$ cat config.mk
export PLATFORM = sky130hd
export DESIGN_NAME = set_assoc_cache
export DESIGN_NICKNAME = d
export VERILOG_FILES = /design/src/rtl/cache_pkg.sv /design/src/rtl/cache_way.sv /design/src/rtl/set_assoc_cache.sv
export SDC_FILE = /design/constraint.sdc
export NUM_CORES = 1
export LEC_CHECK = 0
export CORE_MARGIN = 2
export CORE_UTILIZATION = 60
export DETAILED_ROUTE_END_ITERATION = 16
export PLACE_DENSITY = 0.8
export SYNTH_ARGS = -nofsm -noshare
export SYNTH_HDL_FRONTEND = slang
export SYNTH_HIERARCHICAL = 1
export SYNTH_SLANG_ARGS = --single-unit
$ cat constraint.sdc
create_clock -name clk -period 6.51 [get_ports clk]
set_input_delay 0.9765 -clock clk [delete_from_list [all_inputs] [get_ports clk]]
set_output_delay 0.9765 -clock clk [all_outputs]
set_load 0.005 [all_outputs]
$ cat src/rtl/cache_pkg.sv
// Shared types and constants for the two-way set-associative cache.
// Latency: n/a (declarations only).
// Backpressure: n/a.
package cache_pkg;

    typedef enum logic [1:0] {
        ST_IDLE    = 2'd0,
        ST_COMPARE = 2'd1,
        ST_WBACK   = 2'd2,
        ST_ALLOC   = 2'd3
    } state_e;

    localparam logic MEM_READ  = 1'b0;
    localparam logic MEM_WRITE = 1'b1;

    localparam int STAT_W = 16;

    function automatic logic [STAT_W-1:0] sat_inc(input logic [STAT_W-1:0] v);
        return (&v) ? v : v + 1'b1;
    endfunction

endpackage

$ cat src/rtl/cache_way.sv
// One cache way: per-set valid/dirty/tag/data, combinational read at idx.
// Latency: read is combinational; a write lands on the next rising edge.
// Backpressure: none, writes are always accepted.
module cache_way #(
    parameter int SETS   = 8,
    parameter int IDX_W  = 3,
    parameter int TAG_W  = 7,
    parameter int DATA_W = 20
) (
    input  logic              clk,
    input  logic              rst_n,
    input  logic [IDX_W-1:0]  idx,
    output logic              rd_valid,
    output logic              rd_dirty,
    output logic [TAG_W-1:0]  rd_tag,
    output logic [DATA_W-1:0] rd_data,
    input  logic              wr_en,
    input  logic              wr_dirty,
    input  logic [TAG_W-1:0]  wr_tag,
    input  logic [DATA_W-1:0] wr_data
);

    logic [SETS-1:0]   valid_q, valid_d;
    logic [SETS-1:0]   dirty_q, dirty_d;
    logic [TAG_W-1:0]  tag_q  [SETS];
    logic [TAG_W-1:0]  tag_d  [SETS];
    logic [DATA_W-1:0] data_q [SETS];
    logic [DATA_W-1:0] data_d [SETS];

    assign rd_valid = valid_q[idx];
    assign rd_dirty = dirty_q[idx];
    assign rd_tag   = tag_q[idx];
    assign rd_data  = data_q[idx];

    // Every write installs a valid line; clearing dirty rewrites the same tag/data.
    always_comb begin
        valid_d = valid_q;
        dirty_d = dirty_q;
        tag_d   = tag_q;
        data_d  = data_q;
        if (wr_en) begin
            valid_d[idx] = 1'b1;
            dirty_d[idx] = wr_dirty;
            tag_d[idx]   = wr_tag;
            data_d[idx]  = wr_data;
        end
    end

    always_ff @(posedge clk or negedge rst_n) begin
        if (!rst_n) begin
            valid_q <= '0;
            dirty_q <= '0;
        end else begin
            valid_q <= valid_d;
            dirty_q <= dirty_d;
        end
    end

    always_ff @(posedge clk) begin
        tag_q  <= tag_d;
        data_q <= data_d;
    end

endmodule

$ cat src/rtl/set_assoc_cache.sv
// Two-way set-associative write-back cache, LRU replacement; CACHE_STATS_EN adds hit/miss counters.
// Latency: hit done 1 cycle after accept; miss done 1 cycle after the final mem_ready edge.
// Backpressure: cache_ready low outside IDLE, cpu_req then ignored; mem side waits on mem_ready.
module set_assoc_cache
    import cache_pkg::*;
#(
    parameter int ADDR_W = 10,
    parameter int DATA_W = 20,
    parameter int SETS   = 8
) (
    input  logic              clk,
    input  logic              rst_n,
    input  logic              cpu_req,
    input  logic              cpu_rw,
    input  logic [ADDR_W-1:0] cpu_addr,
    input  logic [DATA_W-1:0] cpu_wdata,
    output logic [DATA_W-1:0] cpu_rdata,
    output logic              cpu_done,
    output logic              cache_ready,
    output logic              mem_req,
    output logic              mem_rw,
    output logic [ADDR_W-1:0] mem_addr,
    output logic [DATA_W-1:0] mem_wdata,
    input  logic [DATA_W-1:0] mem_rdata,
    input  logic              mem_ready
`ifdef CACHE_STATS_EN
    ,
    output logic [STAT_W-1:0] hit_count,
    output logic [STAT_W-1:0] miss_count
`endif
);

    localparam int IDX_W = $clog2(SETS);
    localparam int TAG_W = ADDR_W - IDX_W;

    state_e            state_q, state_d;
    logic              req_rw_q, req_rw_d;
    logic [ADDR_W-1:0] req_addr_q, req_addr_d;
    logic [DATA_W-1:0] req_wdata_q, req_wdata_d;
    logic              victim_q, victim_d;
    logic [SETS-1:0]   lru_q, lru_d;
    logic [DATA_W-1:0] cpu_rdata_q, cpu_rdata_d;
    logic              cpu_done_q, cpu_done_d;
    logic              mem_req_q, mem_req_d;
    logic              mem_rw_q, mem_rw_d;
    logic [ADDR_W-1:0] mem_addr_q, mem_addr_d;
    logic [DATA_W-1:0] mem_wdata_q, mem_wdata_d;

    logic [IDX_W-1:0]  req_idx;
    logic [TAG_W-1:0]  req_tag;
    logic [1:0]        w_valid, w_dirty, hit, way_we;
    logic [TAG_W-1:0]  w_tag  [2];
    logic [DATA_W-1:0] w_data [2];
    logic              wr_dirty;
    logic [TAG_W-1:0]  wr_tag;
    logic [DATA_W-1:0] wr_data;
    logic              hit_way;
    logic              vic;

    assign req_idx = req_addr_q[IDX_W-1:0];
    assign req_tag = req_addr_q[ADDR_W-1:IDX_W];

    for (genvar g = 0; g < 2; g++) begin : g_way
        cache_way #(
            .SETS   (SETS),
            .IDX_W  (IDX_W),
            .TAG_W  (TAG_W),
            .DATA_W (DATA_W)
        ) u_way (
            .clk      (clk),
            .rst_n    (rst_n),
            .idx      (req_idx),
            .rd_valid (w_valid[g]),
            .rd_dirty (w_dirty[g]),
            .rd_tag   (w_tag[g]),
            .rd_data  (w_data[g]),
            .wr_en    (way_we[g]),
            .wr_dirty (wr_dirty),
            .wr_tag   (wr_tag),
            .wr_data  (wr_data)
        );
        assign hit[g] = w_valid[g] && (w_tag[g] == req_tag);
    end

    assign hit_way = hit[1];
    // Fill empty ways in order before evicting the least recently used one.
    assign vic = !w_valid[0] ? 1'b0 : (!w_valid[1] ? 1'b1 : lru_q[req_idx]);

    always_comb begin
        state_d     = state_q;
        req_rw_d    = req_rw_q;
        req_addr_d  = req_addr_q;
        req_wdata_d = req_wdata_q;
        victim_d    = victim_q;
        lru_d       = lru_q;
        cpu_rdata_d = cpu_rdata_q;
        cpu_done_d  = 1'b0;
        mem_req_d   = mem_req_q;
        mem_rw_d    = mem_rw_q;
        mem_addr_d  = mem_addr_q;
        mem_wdata_d = mem_wdata_q;
        way_we      = 2'b00;
        wr_dirty    = 1'b0;
        wr_tag      = req_tag;
        wr_data     = req_wdata_q;

        unique case (state_q)
            ST_IDLE: begin
                if (cpu_req) begin
                    req_rw_d    = cpu_rw;
                    req_addr_d  = cpu_addr;
                    req_wdata_d = cpu_wdata;
                    state_d     = ST_COMPARE;
                end
            end
            ST_COMPARE: begin
                if (|hit) begin
                    if (req_rw_q) begin
                        way_we[hit_way] = 1'b1;
                        wr_dirty        = 1'b1;
                        cpu_rdata_d     = req_wdata_q;
                    end else begin
                        cpu_rdata_d = w_data[hit_way];
                    end
                    lru_d[req_idx] = ~hit_way;
                    cpu_done_d     = 1'b1;
                    state_d        = ST_IDLE;
                end else begin
                    victim_d  = vic;
                    mem_req_d = 1'b1;
                    if (w_valid[vic] && w_dirty[vic]) begin
                        mem_rw_d    = MEM_WRITE;
                        mem_addr_d  = {w_tag[vic], req_idx};
                        mem_wdata_d = w_data[vic];
                        state_d     = ST_WBACK;
                    end else begin
                        mem_rw_d   = MEM_READ;
                        mem_addr_d = req_addr_q;
                        state_d    = ST_ALLOC;
                    end
                end
            end
            ST_WBACK: begin
                if (mem_ready) begin
                    way_we[victim_q] = 1'b1;
                    wr_dirty         = 1'b0;
                    wr_tag           = w_tag[victim_q];
                    wr_data          = w_data[victim_q];
                    mem_rw_d         = MEM_READ;
                    mem_addr_d       = req_addr_q;
                    state_d          = ST_ALLOC;
                end
            end
            ST_ALLOC: begin
                if (mem_ready) begin
                    way_we[victim_q] = 1'b1;
                    wr_dirty         = req_rw_q;
                    wr_data          = req_rw_q ? req_wdata_q : mem_rdata;
                    cpu_rdata_d      = wr_data;
                    lru_d[req_idx]   = ~victim_q;
                    mem_req_d        = 1'b0;
                    cpu_done_d       = 1'b1;
                    state_d          = ST_IDLE;
                end
            end
            default: state_d = ST_IDLE;
        endcase
    end

    always_ff @(posedge clk or negedge rst_n) begin
        if (!rst_n) begin
            state_q     <= ST_IDLE;
            req_rw_q    <= 1'b0;
            req_addr_q  <= '0;
            req_wdata_q <= '0;
            victim_q    <= 1'b0;
            lru_q       <= '0;
            cpu_rdata_q <= '0;
            cpu_done_q  <= 1'b0;
            mem_req_q   <= 1'b0;
            mem_rw_q    <= 1'b0;
            mem_addr_q  <= '0;
            mem_wdata_q <= '0;
        end else begin
            state_q     <= state_d;
            req_rw_q    <= req_rw_d;
            req_addr_q  <= req_addr_d;
            req_wdata_q <= req_wdata_d;
            victim_q    <= victim_d;
            lru_q       <= lru_d;
            cpu_rdata_q <= cpu_rdata_d;
            cpu_done_q  <= cpu_done_d;
            mem_req_q   <= mem_req_d;
            mem_rw_q    <= mem_rw_d;
            mem_addr_q  <= mem_addr_d;
            mem_wdata_q <= mem_wdata_d;
        end
    end

    assign cpu_rdata   = cpu_rdata_q;
    assign cpu_done    = cpu_done_q;
    assign cache_ready = (state_q == ST_IDLE);
    assign mem_req     = mem_req_q;
    assign mem_rw      = mem_rw_q;
    assign mem_addr    = mem_addr_q;
    assign mem_wdata   = mem_wdata_q;

`ifdef CACHE_STATS_EN
    logic              hit_ev, miss_ev;
    logic [STAT_W-1:0] hit_count_q, hit_count_d;
    logic [STAT_W-1:0] miss_count_q, miss_count_d;

    assign hit_ev  = (state_q == ST_COMPARE) && (|hit);
    assign miss_ev = (state_q == ST_COMPARE) && !(|hit);

    always_comb begin
        hit_count_d  = hit_ev  ? sat_inc(hit_count_q)  : hit_count_q;
        miss_count_d = miss_ev ? sat_inc(miss_count_q) : miss_count_q;
    end

    always_ff @(posedge clk or negedge rst_n) begin
        if (!rst_n) begin
            hit_count_q  <= '0;
            miss_count_q <= '0;
        end else begin
            hit_count_q  <= hit_count_d;
            miss_count_q <= miss_count_d;
        end
    end

    assign hit_count  = hit_count_q;
    assign miss_count = miss_count_q;
`endif

endmodule

==> results of run 1 <==
power by group:
group          switching [mW]  total [mW]  internal, mW
Clock                    1.31        3.00          1.69
Combinational            3.50        5.85          2.34
Sequential              0.495        5.53          5.04
registers in the layout, summed over array words and instances (netlist names), 8 cells and up, named ones only:
signal / cells
cpu_rdata: 20
g_way.u_way/data_q: 320
mem_addr: 10
lru_q: 8
mem_wdata: 20
g_way.u_way/tag_q: 112
req_addr_q: 10
g_way.u_way/dirty_q: 16
g_way.u_way/valid_q: 16
req_wdata_q: 20
per-layer routing:
metal / vias up / part of all wire (%) / track usage, % / routed length, µm
li1: 6088 / - / - / -
met1: 7234 / 39 / 41.4 / 23100
met2: 923 / 47 / 45.7 / 28200
met3: 114 / 11 / 5.88 / 6800
met4: 0 / 2.7 / 9.59 / 1590
met5: - / 0 / 0 / 0
metrics by stage:
stage | utilization (%) | cells | hold WS (ns) | setup slack, ns
2_1_floorplan | - | 1474 | 0.428 | 0.974
3_3_place_gp | 64.9 | 2068 | 0.451 | 1.19
3_5_place_dp | 64.9 | 2068 | 0.450 | 1.10
4_1_cts | 69.2 | 2167 | 0.353 | 0.989
5_1_grt | 69.3 | 2169 | 0.374 | 0.655
6_report | 69.3 | 2169 | 0.339 | 0.954
final cells by class:
| type | instances | area (µm²) | area share (%) |
|---|---|---|---|
| flip-flops and latches | 559 | 16200 | 59.0 |
| multi-input cells | 795 | 7230 | 26.4 |
| repair buffers | 173 | 1590 | 5.79 |
| clock buffers | 69 | 1450 | 5.29 |
| well taps | 525 | 657 | 2.40 |
| clock inverters | 30 | 236 | 0.863 |
| inverters | 18 | 67.6 | 0.247 |
worst max-delay path by stage:
stage / end / slack, ns / cells past startpoint
floorplan: g_way[1].u_way/dirty_q[0]$_DFFE_PN0P_ / 0.97 / 12
global placement: g_way[1].u_way/data_q[94]$_DFFE_PP_ / 1.19 / 12
detailed placement: g_way[1].u_way/data_q[93]$_DFFE_PP_ / 1.10 / 12
CTS: g_way[1].u_way/data_q[89]$_DFFE_PP_ / 0.99 / 12
global route: g_way[1].u_way/data_q[89]$_DFFE_PP_ / 0.65 / 12
finish: g_way[0].u_way/data_q[111]$_DFFE_PP_ / 0.95 / 11
critical path: cells and delay by family (launching register included):
| family | cells | cell delay, ns |
|---|---|---|
| buf+inv | 3 | 1.17 |
| simple gates | 4 | 1.17 |
| flops | 1 | 0.91 |
| compound gates | 1 | 0.89 |
| mux | 2 | 0.86 |
| xor+xnor | 1 | 0.15 |
cell families (layout without fill, tap and decap cells):
| logic type | Yosys count | after routing | share of synthesized area [%] |
|---|---|---|---|
| multiplexers | 271 | 271 | 17.5 |
| flip-flops | 559 | 559 | 67.5 |
| AND/OR/NAND/NOR | 234 | 234 | 4.93 |
| AO/OA/AOI/OAI | 275 | 275 | 6.98 |
| XOR/XNOR | 15 | 15 | 0.549 |
| buffers and inverters | 120 | 290 | 2.56 |
layout by cell type (no fill, tap or decap), types with 5 or more instances in the layout:
cell type	n
mux4_1	37
a311oi_1	20
a21oi_1	94
nand2_1	49
xor2_1	5
mux2i_1	56
or2_2	13
clkinv_2	13
edfxtp_1	432
buf_4	63
clkbuf_1	12
clkinvlp_4	5
o21ai_1	5
nor2b_1	6
nand2b_1	17
nor2_4	6
nor3_2	5
a221oi_1	6
nor2_1	52
mux4_2	53
clkbuf_16	55
clkinv_1	7
o21ai_0	67
clkdlybuf4s50_1	107
nand4_1	8
a22o_1	7
a22oi_1	10
a31oi_1	24
xnor2_1	10
mux2_4	11
inv_1	18
or3_1	21
o22ai_1	28
mux2_2	108
dfrtp_1	123
nand3_1	37
==> impl_results.md, run 1 <==
* Critical setup path kind: reg2reg
* CP max stage delay at 0.91 ns
* Dpl cell area at 0.0257 mm²
* GP Congestion at 0.880
* Fin area at 0.0274 mm²
* DPL Wire Length at 37.2 mm
* Average size of a mapped cell at 16.2 µm²
* CTS sink count at 559
* Pleak at 9.60 nW
* Power Density at 525 mW/mm²
* FF+latch count, synth at 559
* CP startpoint: req_addr_q[0]$_DFFE_PN0P_
* Setup bufs post-CTS at 0
* CTS Buf Count at 53
* Worst skew pair latency at 0.59 ns
* Critical path arrival at 5.79 ns
* Antenna-violating nets left at 0
* Chip Height at 204 µm
* Routed len/inst at 27.5 µm
* YS warnings at 6
* Synth cell types at 59
* Core area at 0.0395 mm²
* # fillers at 2391
* HP Class: in2async
* Area grow syn2layout at 14.5%
* Htree depth at 2
* First-pass GRT wire length at 89.3 mm
* Die Wd at 204 µm
* Root Buffer: clkbuf_16
* CTS tree: built
* Nets@finish at 1655
* EDFF count, synth at 432
* Longest Clk Path Bufs at 3
* # IOs at 109
* Initial DRT Pass Iterations at 6
* Drt initial violations at 1868
* Final min period at 5.56 ns
* Crit Path Max Fanout at 46
* Initial antenna violation count at 0
* Max-slew violation count at 0
* Synth area leaders: edfxtp_1 (54%), dfrtp_1 (13%), mux2_2 (5.1%)
* Setup crit start kind: register
* Number of global-route vias before repair at 14300
* CP endpoint kind: register
* Sequential fraction of the synthesis area at 67.5%
* Slew @ Worst Pin at 1.27 ns
* Final wirelength at 59.8 mm
* Worst reg2reg path startpoint: req_addr_q[0]$_DFFE_PN0P_
* Synth top cells by count: edfxtp_1 (432), dfrtp_1 (127), mux2_2 (108)
* Port buffer count at 108
* ANT cells at 0
* Residual DRC at 0
* FFs w/ async S/R, synth at 22.7%
* PostCTS Resize Cnt at 0
* Final-report hold violation count at 0
* Crit-path cells: buf_4, mux4_2, mux2_2, xnor2_1, nor4b_4, buf_4, and2_4, o32ai_1, nand2b_1, nor2_4, buf_4
* Share of cells above drive strength 1 at 21.6%
* Status: complete, no violations
* Post-Route Setup TNS at 0 ns
* Cell mode on critical path: buf_4
* Area of the mapped netlist at 0.0239 mm²
* Top cell type's share of synthesized area at 54.2%
* Critical path's slowest cell: dfrtp_4
* Vias per inst at 6.62
* Grt ovf at 0
* Mapped Cells at 1474
* Clock Pin Slew Worst Setup and Hold Paths at 0.06 ns
* FF-to-FF path depth at 11
* Critical path required time at 6.75 ns
* Synth Flop Type: edfxtp_1
* Cell taking the most area after synthesis: edfxtp_1
* Slew HR at 14.7%
* GRT Overall Usage at 29.1%
* R2R Setup Slk at 0.95 ns
* Clk_skew at 0.0259 ns
* Tot Pwr at 14.4 mW
* Hold buffer count at CTS at 0
* Initial Util at 60.5%
* Worst r2r dst: g_way[0].u_way/data_q[111]$_DFFE_PP_
* Via count at 14400
* Syn_nets at 1529
* RSZ-0062 raised after global routing: false
* Tcrit/Tclk final at 85.3%
* Die area at 0.0415 mm²
* Worst vdd ir at 0.289 mV
* Largest net degree at the start of global routing at 74
* F_max at 0.180 GHz
* Core Rows at 73
* Setup-failing EPs final at 0
* Top-count cell post-synth: edfxtp_1
* Max_cap viols at 0
(Power assumes the default switching activity.)
==> run 2: changes to the inputs <==
- ABC_AREA: not set -> 1
- CORE_UTILIZATION: 60 -> 61
- PLACE_DENSITY: 0.8 -> 0.81
==> impl_results.md, run 2 <==
* Core Rows at 75
* Htree depth at 2
* Slew HR at 13.3%
* Worst vdd ir at 0.368 mV
* Crit-path cells: clkinv_2, buf_4, nand2_1, nand3_1, nand2_1, inv_1, nand2_1, xnor2_1, nand3_1, nor2_2, nand2_4, nand2_2, nand2_2, o22ai_1, nand2_1, inv_1, nand2_1, inv_1, buf_4
* FFs w/ async S/R, synth at 22.7%
* Fin util at 70.0%
* Pleak at 13.4 nW
* Largest net degree at the start of global routing at 129
* HP Class: reg2reg
* Nets@finish at 2974
* Status: complete, no violations
* Grt ovf at 0
* DPL Wire Length at 46.6 mm
* FF+latch count, synth at 559
* Critical path's slowest cell: dfrtp_4
* Biggest register: g_way.u_way/data_q
* Clock Pin Slew Worst Setup and Hold Paths at 0.06 ns
* Critical path required time at 6.77 ns
* Initial DRT Pass Iterations at 7
* Via count at 19800
* Most common cell after layout, fill and taps aside: nand2_1
* Routed len/inst at 20.3 µm
* Cell mode on critical path: nand2_1
* Crit Path Max Fanout at 66
* Area grow syn2layout at 13.3%
* Final-report hold violation count at 0
* Max_cap viols at 0
* Synth Flop Type: edfxtp_1
* Tcrit/Tclk final at 84.0%
* F_max at 0.183 GHz
* Setup-failing EPs final at 0
* Crit-path leading delay family: simple AND/OR/NAND/NOR gates
* # fillers at 3052
* Die Wd at 210 µm
* Power Density at 521 mW/mm²
* Commonest non-fill, non-tap cells in the layout: nand2_1 (1227), edfxtp_1 (432), inv_1 (392)
* Tot Pwr at 15.3 mW
* Final min period at 5.47 ns
* Max-slew violation count at 0
* Fin cells at 3504
* CP max stage delay at 0.93 ns
* Critical setup path kind: reg2reg
* Fin area at 0.0293 mm²
* Vias per inst at 5.64
* Worst skew pair latency at 0.62 ns
* CP endpoint kind: register
* Longest Clk Path Bufs at 3
* Synth cell types at 36
* Clk_skew at 0.0311 ns
* Residual DRC at 0
* Antenna-violating nets left at 0
* Chip Height at 210 µm
* Placed insts at 3401
* # IOs at 109
* Number of global-route vias before repair at 18900
* Setup bufs post-CTS at 0
* Initial Util at 61.8%
* Hold buffer count at CTS at 0
* Largest regs: g_way.u_way/data_q x320, g_way.u_way/tag_q x112
* Average size of a mapped cell at 9.13 µm²
* GRT Overall Usage at 32.9%
* Setup crit start kind: register
* Share of cells above drive strength 1 at 7.69%
* Area of the mapped netlist at 0.0259 mm²
* PostCTS Resize Cnt at 0
* Sequential fraction of the synthesis area at 62.4%
* RSZ-0062 raised after global routing: false
* WP buf/inv at 6
* Critical path arrival at 5.74 ns
* Post-Route Setup TNS at 0 ns
* First-pass GRT wire length at 109 mm
* EDFF count, synth at 432
* Initial antenna violation count at 1
* Synth area leaders: edfxtp_1 (50%), nand2_1 (18%), dfrtp_1 (12%)
* Final wirelength at 71.2 mm
* Mapped Cells at 2833
* Syn_nets at 2888
* Top cell type's share of synthesized area at 50.2%
* Synth top cells by count: nand2_1 (1227), edfxtp_1 (432), inv_1 (392)
* GP Congestion at 0.963
* Drt initial violations at 2739
* Cell taking the most area after synthesis: edfxtp_1
* Port buffer count at 108
* CTS sink count at 559
* Largest register FFs at 320
* Root Buffer: clkbuf_16
* Slew @ Worst Pin at 1.30 ns
* CTS Buf Count at 55
* CTS tree: built
* ANT cells at 0
* Die area at 0.0441 mm²
* Top-count cell post-synth: nand2_1
* Core area at 0.0419 mm²
* Dpl cell area at 0.0275 mm²
* YS warnings at 6
## run 2: cell types whose count changed in the layout (fill, tap and decap cells not counted), sizes merged, moves of 20 or more
cell	before	now
nand2	49	1234
inv	20	412
nand3	37	187
mux2	123	20
mux4	90	0
mux2i	58	0
a21oi	94	53
or3	21	0
a311oi	20	0
## run 2: metal layers
metal	part of all wire, %	GRT usage (%)	wire length [µm]
met2	43	48.1	30700
met4	5.5	17.1	3890
met1	39	47.3	28000
met5	0	0	0
met3	12	6.51	8570
## run 2: cell type report
| cell class | instances | area (µm²) | share of cell area (%) |
|---|---|---|---|
| Inverter | 417 | 1570 | 5.36 |
| Sequential cell | 559 | 16200 | 55.1 |
| Clock inverter | 38 | 395 | 1.35 |
| Tap cell | 539 | 674 | 2.30 |
| Clock buffer | 65 | 1450 | 4.93 |
| Timing Repair Buffer | 154 | 1450 | 4.95 |
| Multi-Input combinational cell | 1732 | 7610 | 26.0 |
## run 2: kinds of logic after synthesis
kind of cell,count (synthesis),synth area share (%)
compound gates,207,4.67
buf+inv,542,8.62
simple gates,1498,23.2
flops,559,62.4
mux,20,0.871
xor+xnor,7,0.237
## run 2: worst paths after layout
| path | cells after the start | end | slack (ns) | from |
|---|---|---|---|---|
| setup / recovery | 19 | g_way[0].u_way/data_q[56]$_DFFE_PP_ | 1.04 | req_addr_q[0]$_DFFE_PN0P_ |
| hold reg to reg | 2 | g_way[1].u_way/valid_q[5]$_DFFE_PN0P_ | 0.45 | g_way[1].u_way/valid_q[5]$_DFFE_PN0P_ |
| min in group asynchronous | 1 | req_wdata_q[14]$_DFFE_PN0P_ | 0.50 | rst_n |
| max in group asynchronous | 2 | g_way[0].u_way/valid_q[6]$_DFFE_PN0P_ | 4.67 | rst_n |
| setup reg to reg | 19 | g_way[0].u_way/data_q[56]$_DFFE_PP_ | 1.04 | req_addr_q[0]$_DFFE_PN0P_ |
| hold / removal | 2 | g_way[1].u_way/valid_q[5]$_DFFE_PN0P_ | 0.45 | g_way[1].u_way/valid_q[5]$_DFFE_PN0P_ |
## run 2: report_power, final
group	switching, mW	internal, mW	leakage (nW)
clock network	1.35	1.90	0.907
logic	4.76	1.79	7.08
registers	0.431	5.04	5.43
## run 2: worst min-delay path: stages (launching register included)
cell	delay [ns]
dfrtp_1	0.32
inv_1	0.04
nand2_1	0.05
## run 2: per-stage QoR
stage / hold slack, ns / setup WS [ns]
floorplan: 0.422 / 2.44
global placement: 0.438 / 1.42
detailed placement: 0.439 / 1.24
CTS: 0.455 / 1.20
global route: 0.477 / 0.769
finish: 0.453 / 1.04
==> run 3: changes to the inputs <==
- CORE_UTILIZATION: 61 -> 55
- PLACE_DENSITY: 0.81 -> 0.77
- clock period: 6.51 -> 4.5 ns (I/O delays scaled with it)
==> impl_results.md, run 3 (synthesized netlist as in run 2, its figures left out) <==
* Status: complete, no violations
* CP max stage delay at 0.59 ns
* Routed len/inst at 20.4 µm
* Critical path required time at 4.83 ns
* Share of cells above drive strength 1 at 8.39%
* Worst reg2reg path startpoint: req_addr_q[0]$_DFFE_PN0P_
* Initial Util at 55.7%
* Htree depth at 2
* Final min period at 4.12 ns
* Crit-path leading delay family: simple AND/OR/NAND/NOR gates
* Cell mode on critical path: nand2_1
* Biggest register: g_way.u_way/data_q
* Via count at 19800
* Crit-path cells: buf_12, nand2_1, nand2_1, nand2_1, nand2_1, nand2_1, nand2_1, xnor2_1, nand3_1, nor2_2, nand2_4, nand2_2, nand2_2, o22ai_1, inv_1, nor2_1, nand2_1, inv_1, buf_12
* Placed insts at 3505
* CTS tree: built
* Grt ovf at 0
* Worst path depth at 19
* First-pass GRT wire length at 113 mm
* Final-report hold violation count at 0
* Fin cells at 3611
* FF-to-FF path depth at 19
* DPL Wire Length at 48.6 mm
* Clock Pin Slew Worst Setup and Hold Paths at 0.07 ns
* Max_cap viols at 0
* Nets@finish at 3011
* RSZ-0062 raised after global routing: false
* Core area at 0.0465 mm²
* Area grow syn2layout at 15.0%
* Largest net degree at the start of global routing at 133
* R2R Setup Slk at 0.38 ns
* Root Buffer: clkbuf_16
* Chip Height at 221 µm
* Vias per inst at 5.49
* # IOs at 109
* Worst vdd ir at 0.525 mV
* Core Rows at 79
* Tcrit/Tclk final at 91.6%
* Initial DRT Pass Iterations at 6
* Number of global-route vias before repair at 19400
* Slew HR at 19.7%
* Setup bufs post-CTS at 0
* Largest regs: g_way.u_way/data_q x320, g_way.u_way/tag_q x112
* WP buf/inv at 4
* Die Wd at 221 µm
* Critical setup path kind: reg2reg
* Worst r2r dst: g_way[0].u_way/data_q[101]$_DFFE_PP_
* CTS sink count at 559
* GP Congestion at 0.955
* HP Class: in2async
* Critical path arrival at 4.46 ns
* F_max at 0.242 GHz
* CTS Buf Count at 56
* Setup crit start kind: register
* Power Density at 753 mW/mm²
* Slew @ Worst Pin at 1.20 ns
* Clk_skew at 0.0330 ns
* Setup-failing EPs final at 0
* Worst Setup EP: g_way[0].u_way/data_q[101]$_DFFE_PP_
* CP startpoint: req_addr_q[0]$_DFFE_PN0P_
* Final wirelength at 73.8 mm
* Residual DRC at 0
* Antenna-violating nets left at 0
* Drt initial violations at 2287
* Worst skew pair latency at 0.64 ns
* Crit Path Max Fanout at 86
* Die area at 0.0488 mm²
* Max-slew violation count at 0
* Critical path's slowest cell: dfrtp_4
* Longest Clk Path Bufs at 3
* Port buffer count at 108
* GRT Overall Usage at 30.3%
* Initial antenna violation count at 2
* Commonest non-fill, non-tap cells in the layout: nand2_1 (1227), edfxtp_1 (432), inv_1 (392)
* Most common cell after layout, fill and taps aside: nand2_1
* # fillers at 3716
* Largest register FFs at 320
* CP endpoint kind: register
* Pleak at 13.6 nW
* Post-Route Setup TNS at 0 ns
-- run 3: worst min-delay path by stage --
stage	cells after the start	endpoint	start	slack [ns]
after floorplan	0	async pin	rst_n	0.38
after global placement	2	g_way[0].u_way/valid_q[5]$_DFFE_PN0P_	g_way[0].u_way/valid_q[5]$_DFFE_PN0P_	0.44
after detailed placement	2	g_way[0].u_way/valid_q[6]$_DFFE_PN0P_	g_way[0].u_way/valid_q[6]$_DFFE_PN0P_	0.44
after CTS	1	req_wdata_q[18]$_DFFE_PN0P_	rst_n	0.21
after global routing	1	cpu_rdata[15]$_DFFE_PN0P_	rst_n	0.26
final	1	cpu_rdata[15]$_DFFE_PN0P_	rst_n	0.19
-- run 3: per-stage QoR --
| step | hold slack, ns | area (µm²) | util, % | power (mW) | worst slack, ns |
|---|---|---|---|---|---|
| 6_report | 0.193 | 29700 | 64.0 | 22.4 | 0.376 |
| 4_1_cts | 0.208 | 29700 | 64.0 | 22.2 | 0.338 |
| 2_1_floorplan | 0.379 | 25900 | - | 13.4 | 0.432 |
| 3_3_place_gp | 0.441 | 27800 | 59.9 | 17.2 | 0.498 |
| 3_5_place_dp | 0.442 | 27800 | 59.9 | 17.3 | 0.360 |
| 5_1_grt | 0.263 | 29700 | 64.0 | 23.6 | 0.117 |
-- run 3: cell type report --
type / instances / area [µm²] / area share (%)
sequential: 559 / 16200 / 54.3
inverter: 417 / 1570 / 5.28
multi-input combinational: 1732 / 7500 / 25.2
timing repair buffer: 190 / 1840 / 6.20
clock inverter: 35 / 400 / 1.35
clock buffer: 70 / 1520 / 5.09
antenna: 1 / 2.50 / 0.00841
tap: 607 / 759 / 2.55
-- run 3: routing by layer --
layer  vias to the layer above  part of all wire (%)  GRT usage, %
met3                       147                    10          6.17
met4                         4                   2.8          9.48
met1                      9494                    42          43.3
met2                       954                    45          47.0
li1                       9217                     -             -
met5                         -                 0.039             0
-- run 3: power by group --
part / internal [mW] / switching (mW) / leakage [nW]
Combinational: 2.78 / 7.04 / 7.26
Clock: 2.80 / 2.04 / 0.931
Sequential: 7.25 / 0.493 / 5.43
Total: 12.8 / 9.57 / 13.6
-- run 3: what timing repair did --
| action | in CTS | in global routing |
|---|---|---|
| hold buffers | 0 | 0 |
| endpoints found under the hold margin | 0 | 0 |
| setup endpoints to repair | 0 | 79 |
| gates resized for setup | 0 | 1 |
